$ cat src/rtl/mux_arb_nx1.sv
// N-to-1 channel multiplexer/arbiter with a registered output stage (fixed-select or round-robin).
// Optional registered even-parity output enabled by defining MUX_ARB_PARITY_EN.
module mux_arb_nx1 #(
    parameter  int DATA_W = 8,
    parameter  int N_CH   = 4,
    localparam int SEL_W  = (N_CH > 1) ? $clog2(N_CH) : 1
) (
    input  logic                     clk,
    input  logic                     reset,
    input  logic [N_CH*DATA_W-1:0]   data_in,
    input  logic [N_CH-1:0]          valid_in,
    output logic [N_CH-1:0]          ready_in,
    input  logic [SEL_W-1:0]         selector,
    input  logic                     mode,
    output logic [DATA_W-1:0]        data_out,
    output logic                     valid_out,
    input  logic                     ready_out,
    output logic [SEL_W-1:0]         grant_ch
`ifdef MUX_ARB_PARITY_EN
    ,
    output logic                     parity_out
`endif
);

    logic [DATA_W-1:0] r_data;
    logic              r_valid;
    logic [SEL_W-1:0]  r_grant_ch;
    logic [SEL_W-1:0]  r_ptr;

    logic              w_accept;
    logic              w_fix_valid;
    logic              w_rr_found;
    logic [SEL_W-1:0]  w_rr_cand;
    logic [SEL_W-1:0]  w_cand;
    logic              w_grant;
    logic [DATA_W-1:0] w_cand_data;
    logic [SEL_W-1:0]  w_ptr_next;

    assign w_accept = !r_valid || ready_out;

    // An out-of-range selector matches no channel, so it can never grant.
    always_comb begin
        w_fix_valid = 1'b0;
        for (int unsigned i = 0; i < N_CH; i++) begin
            if (selector == SEL_W'(i)) begin
                w_fix_valid = valid_in[i];
            end
        end
    end

    always_comb begin
        int unsigned idx;
        w_rr_found = 1'b0;
        w_rr_cand  = '0;
        idx        = 0;
        for (int unsigned k = 0; k < N_CH; k++) begin
            idx = (int'(r_ptr) + k) % N_CH;
            if (!w_rr_found && valid_in[idx]) begin
                w_rr_found = 1'b1;
                w_rr_cand  = SEL_W'(idx);
            end
        end
    end

    always_comb begin
        w_cand  = '0;
        w_grant = 1'b0;
        if (mode) begin
            w_cand  = w_rr_cand;
            w_grant = w_rr_found && w_accept;
        end else begin
            w_cand  = selector;
            w_grant = w_fix_valid && w_accept;
        end
    end

    always_comb begin
        ready_in    = '0;
        w_cand_data = '0;
        for (int unsigned i = 0; i < N_CH; i++) begin
            if (w_cand == SEL_W'(i)) begin
                ready_in[i] = w_grant;
                w_cand_data = data_in[i*DATA_W +: DATA_W];
            end
        end
    end

    always_comb begin
        if (w_cand == SEL_W'(N_CH - 1)) begin
            w_ptr_next = '0;
        end else begin
            w_ptr_next = w_cand + SEL_W'(1);
        end
    end

    always_ff @(posedge clk or negedge reset) begin
        if (!reset) begin
            r_data     <= '0;
            r_valid    <= 1'b0;
            r_grant_ch <= '0;
            r_ptr      <= '0;
        end else begin
            if (w_grant) begin
                r_data     <= w_cand_data;
                r_grant_ch <= w_cand;
                r_valid    <= 1'b1;
                if (mode) begin
                    r_ptr <= w_ptr_next;
                end
            end else if (ready_out) begin
                r_valid <= 1'b0;
            end
        end
    end

    assign data_out  = r_data;
    assign valid_out = r_valid;
    assign grant_ch  = r_grant_ch;

`ifdef MUX_ARB_PARITY_EN
    logic r_parity;

    always_ff @(posedge clk or negedge reset) begin
        if (!reset) begin
            r_parity <= 1'b0;
        end else if (w_grant) begin
            r_parity <= ^w_cand_data;
        end
    end

    assign parity_out = r_parity;
`endif

endmodule

$ cat config.mk
export PLATFORM = sky130hd
export DESIGN_NAME = mux_arb_nx1
export DESIGN_NICKNAME = d
export VERILOG_FILES = /design/src/rtl/mux_arb_nx1.sv
export SDC_FILE = /design/constraint.sdc
export NUM_CORES = 1
export LEC_CHECK = 0
export BUFFER_PORTS_ARGS = -buffer_cell sky130_fd_sc_hd__buf_2
export CELL_PAD_IN_SITES_DETAIL_PLACEMENT = 1
export CELL_PAD_IN_SITES_GLOBAL_PLACEMENT = 2
export CORE_AREA = 2 2 97 52
export CTS_CLUSTER_DIAMETER = 60
export DETAILED_ROUTE_END_ITERATION = 8
export DIE_AREA = 0 0 99 54
export PLACE_DENSITY_LB_ADDON = 0.1
export SLEW_MARGIN = 0
export SYNTH_ARGS = -nofsm -noshare
export SYNTH_HDL_FRONTEND = slang
export SYNTH_SLANG_ARGS = --single-unit
$ cat constraint.sdc
create_clock -name clk -period 4.3 [get_ports clk]
set_clock_uncertainty 0.2 [all_clocks]
set_input_delay 0.86 -clock clk [delete_from_list [all_inputs] [get_ports clk]]
set_output_delay 0.86 -clock clk [all_outputs]
set_load 0.1 [all_outputs]
==> summary.txt <==
Run status
  • Status: completed

Synth
  • Syn Nets: 159
  • Mean Syn Cell Area: 9.633 um^2
  • Synth Flop Type: dfrtp_1
  • Synthesized area: 1089 um^2
  • Syn Inst Count: 113
  • Synth Area in Adders: 0.04598
  • Post-synthesis mux area share: 0.1851
  • Area fraction in compound gates after synthesis: 0.2069
  • Sequential fraction of the synthesis area: 0.2989
  • Synth Area in Simple Gates: 0.2034
  • Synth unique cells: 33
  • Async S/R FF share, synth: 1.000
  • Synth warn: 0
  • EDFF count, synth: 0
  • Synth Area in XOR/XNOR: 0
  • Largest family of logic cells by synthesized area: compound AO/OA/AOI/OAI gates
  • Post-synthesis sequential element count: 13

Setup path
  • Worst Setup Start Kind: input pin
  • WS Path Type: in -> out
  • Max FO, Critical Path: 10
  • Critical Path AT: 2.67 ns
  • Worst setup EP type: output port
  • Critical Path RT: 3.24 ns
  • FF-to-FF Start: r_ptr[0]
  • Reg2Reg Setup Slack: 1.29 ns
  • CP startpoint: valid_in[1]

Timing
  • Fin crit period: 3.725 ns
  • RSZ-0062 raised after global routing: no
  • Max-slew headroom: 0.5511
  • Fin crit share: 0.8664
  • # setup viols final: 0
  • Setup_tns: 0 ns
  • Achievable Freq: 268.4 MHz
  • Final Slew Violations: 0
  • Worst Tran Pin Value: 0.6734 ns
  • Fin. Hold Viols: 0

Cells and area
  • Multi-input logic area: 698.2 um^2
  • Share of layout cells above drive strength 1: 0.4419
  • Util after Layout: 0.3295
  • Layout Area Growth over Synthesis: 39.77%
  • Ant diodes: 0
  • Fin nets: 219
  • Reg area: 325.3 um^2
  • Fillers: 556

Place
  • Number of port buffers: 56
  • Post-DP HPWL: 2994 um
  • GP Congestion: 0.7529

Floorplan
  • Initial Util: 0.2358
  • Die height: 54 um
  • Core area: 4617 um^2
  • Top-Level Pins: 57
  • Die area: 5346 um^2
  • FP Rows: 18
  • Die W: 99 um

Clock tree
  • Inserted Clock Buffers: 3
  • Post-cts gate resize count: 0
  • Hold buffers post-CTS: 0
  • Clock sinks: 13
  • Root Buffer: clkbuf_8
  • Bufs on Longest Clock Path: 2
  • H-tree depth: 1
  • Clock Latency Late Sink: 0.24 ns
  • Clock-pin slew on the worst setup and hold paths: 0.06 ns
  • CTS tree: built
  • Post-CTS Setup Inserts: 0

Power
  • PwrDens: 693.1 nW/um^2
  • Power Total: 1.054 mW
  • Max VDD drop: 330.4 uV
  • Lkg Pwr: 0.7267 nW

Route
  • DRT antenna net count: 0
  • Initial DRC Count: 36
  • Detailed Route WL: 3593 um
  • DR pass1 iterations: 4
  • Vias per cell: 4.690
  • Residual DRC: 0
  • DR WL/cell: 15.49 um
  • Vias post-DR: 1,088

Run
  • Maximum capacitance violations: 0

Global route
  • Global-route wire length before repair: 5692 um
  • Initial antenna violation count: 0
  • Vias in the first global route: 1,085
  • Total Routing Usage GR: 0.1397
  • Total grt overflow: 0
  • Largest net degree at the start of global routing: 18

Worst hold path
  • Hold path startpoint: data_out[7]
  • HP Class: reg -> reg
==> cell families (layout without fill, tap and decap cells) <==
family | Yosys count | count (layout)
compound gates | 29 | 29
fa+ha+maj | 4 | 4
buf+inv | 13 | 72
flops | 13 | 13
mux | 14 | 14
simple gates | 40 | 40
==> area by class of cell <==
cell class / count / share of cell area
repair buffers: 62 / 0.2336
well taps: 60 / 0.04934
multi-input cells: 87 / 0.4589
flip-flops and latches: 13 / 0.2138
clock buffers: 4 / 0.02961
inverters: 6 / 0.01480
==> power breakdown <==
group          internal (mW)  switching, mW
clock network         0.0655         0.0455
logic                  0.198          0.527
registers              0.176         0.0428
total                  0.439          0.615
==> synth_stat cells (2+ instances only) <==
master | count | area, um^2
dfrtp_1 | 13 | 325.3
nand2_1 | 11 | 41.29
nor2b_1 | 10 | 62.56
a221oi_1 | 9 | 78.83
o31ai_1 | 8 | 60.06
inv_1 | 6 | 22.52
mux2_4 | 6 | 90.09
nand2b_1 | 6 | 37.54
and2_1 | 4 | 25.02
clkbuf_1 | 4 | 15.01
ha_1 | 4 | 50.05
mux2_1 | 4 | 45.04
a21oi_1 | 3 | 15.01
nor2_1 | 3 | 11.26
a22o_1 | 2 | 17.52
buf_6 | 2 | 22.52
nand3b_1 | 2 | 15.01
==> metal layers <==
layer	routed length, um	global-route usage
met1	1879	0.1997
met2	1506	0.2072
met3	199	0.05195
met4	8	0.01370
met5	0	0
==> per-stage QoR <==
step	instance area [um^2]	setup slack, ns	cells	hold slack [ns]
after detailed placement	1476	0.5976	228	0.2751
after global placement	1476	0.6032	228	0.2675
after floorplan	1089	0.001473	113	0.3644
after CTS	1521	0.5788	232	0.2877
after global routing	1521	0.4349	232	0.3117
final	1521	0.5747	232	0.2852
==> cell usage in the layout (no fill, tap or decap), drive strengths merged <==
master / synthesis / layout
buf: 3 / 62
dfrtp: 13 / 13
nand2: 11 / 11
mux2: 11 / 11
nor2b: 10 / 10
a221oi: 9 / 9
o31ai: 8 / 8
inv: 6 / 6
nand2b: 6 / 6
and2: 4 / 4
ha: 4 / 4
a21oi: 4 / 4
clkbuf: 4 / 4
nor2: 3 / 3
nand3b: 2 / 2
a22o: 2 / 2
mux2i: 2 / 2
a211oi: 1 / 1
nor3b: 1 / 1
o21bai: 1 / 1
o221ai: 1 / 1
a21boi: 1 / 1
o41ai: 1 / 1
or4: 1 / 1
mux4: 1 / 1
o21ai: 1 / 1
nor3: 1 / 1
nand3: 1 / 1
==> worst paths after layout <==
| check | endpoint | cells after the start |
|---|---|---|
| worst max-delay path | ready_in[1] | 8 |
| worst min-delay path | data_out[7] | 1 |
| worst max register to register | data_out[5] | 10 |
| worst min register to register | data_out[7] | 1 |
| max in group asynchronous | data_out[4] | 1 |
| min in group asynchronous | data_out[0] | 1 |
==> sequential cells by signal, indices dropped and copies added, names as in the netlist <==
name       cells
r_ptr          2
data_out       8
valid_out      1
grant_ch       2
==> critical path, stage by stage <==
cell and delay, ns:
buf_2 0.19, nand2b_1 0.13, a21oi_1 0.11, o41ai_1 0.36, buf_4 0.20, ha_1 0.25, and2_1 0.15, buf_2 0.42
(Power assumes the default switching activity.)
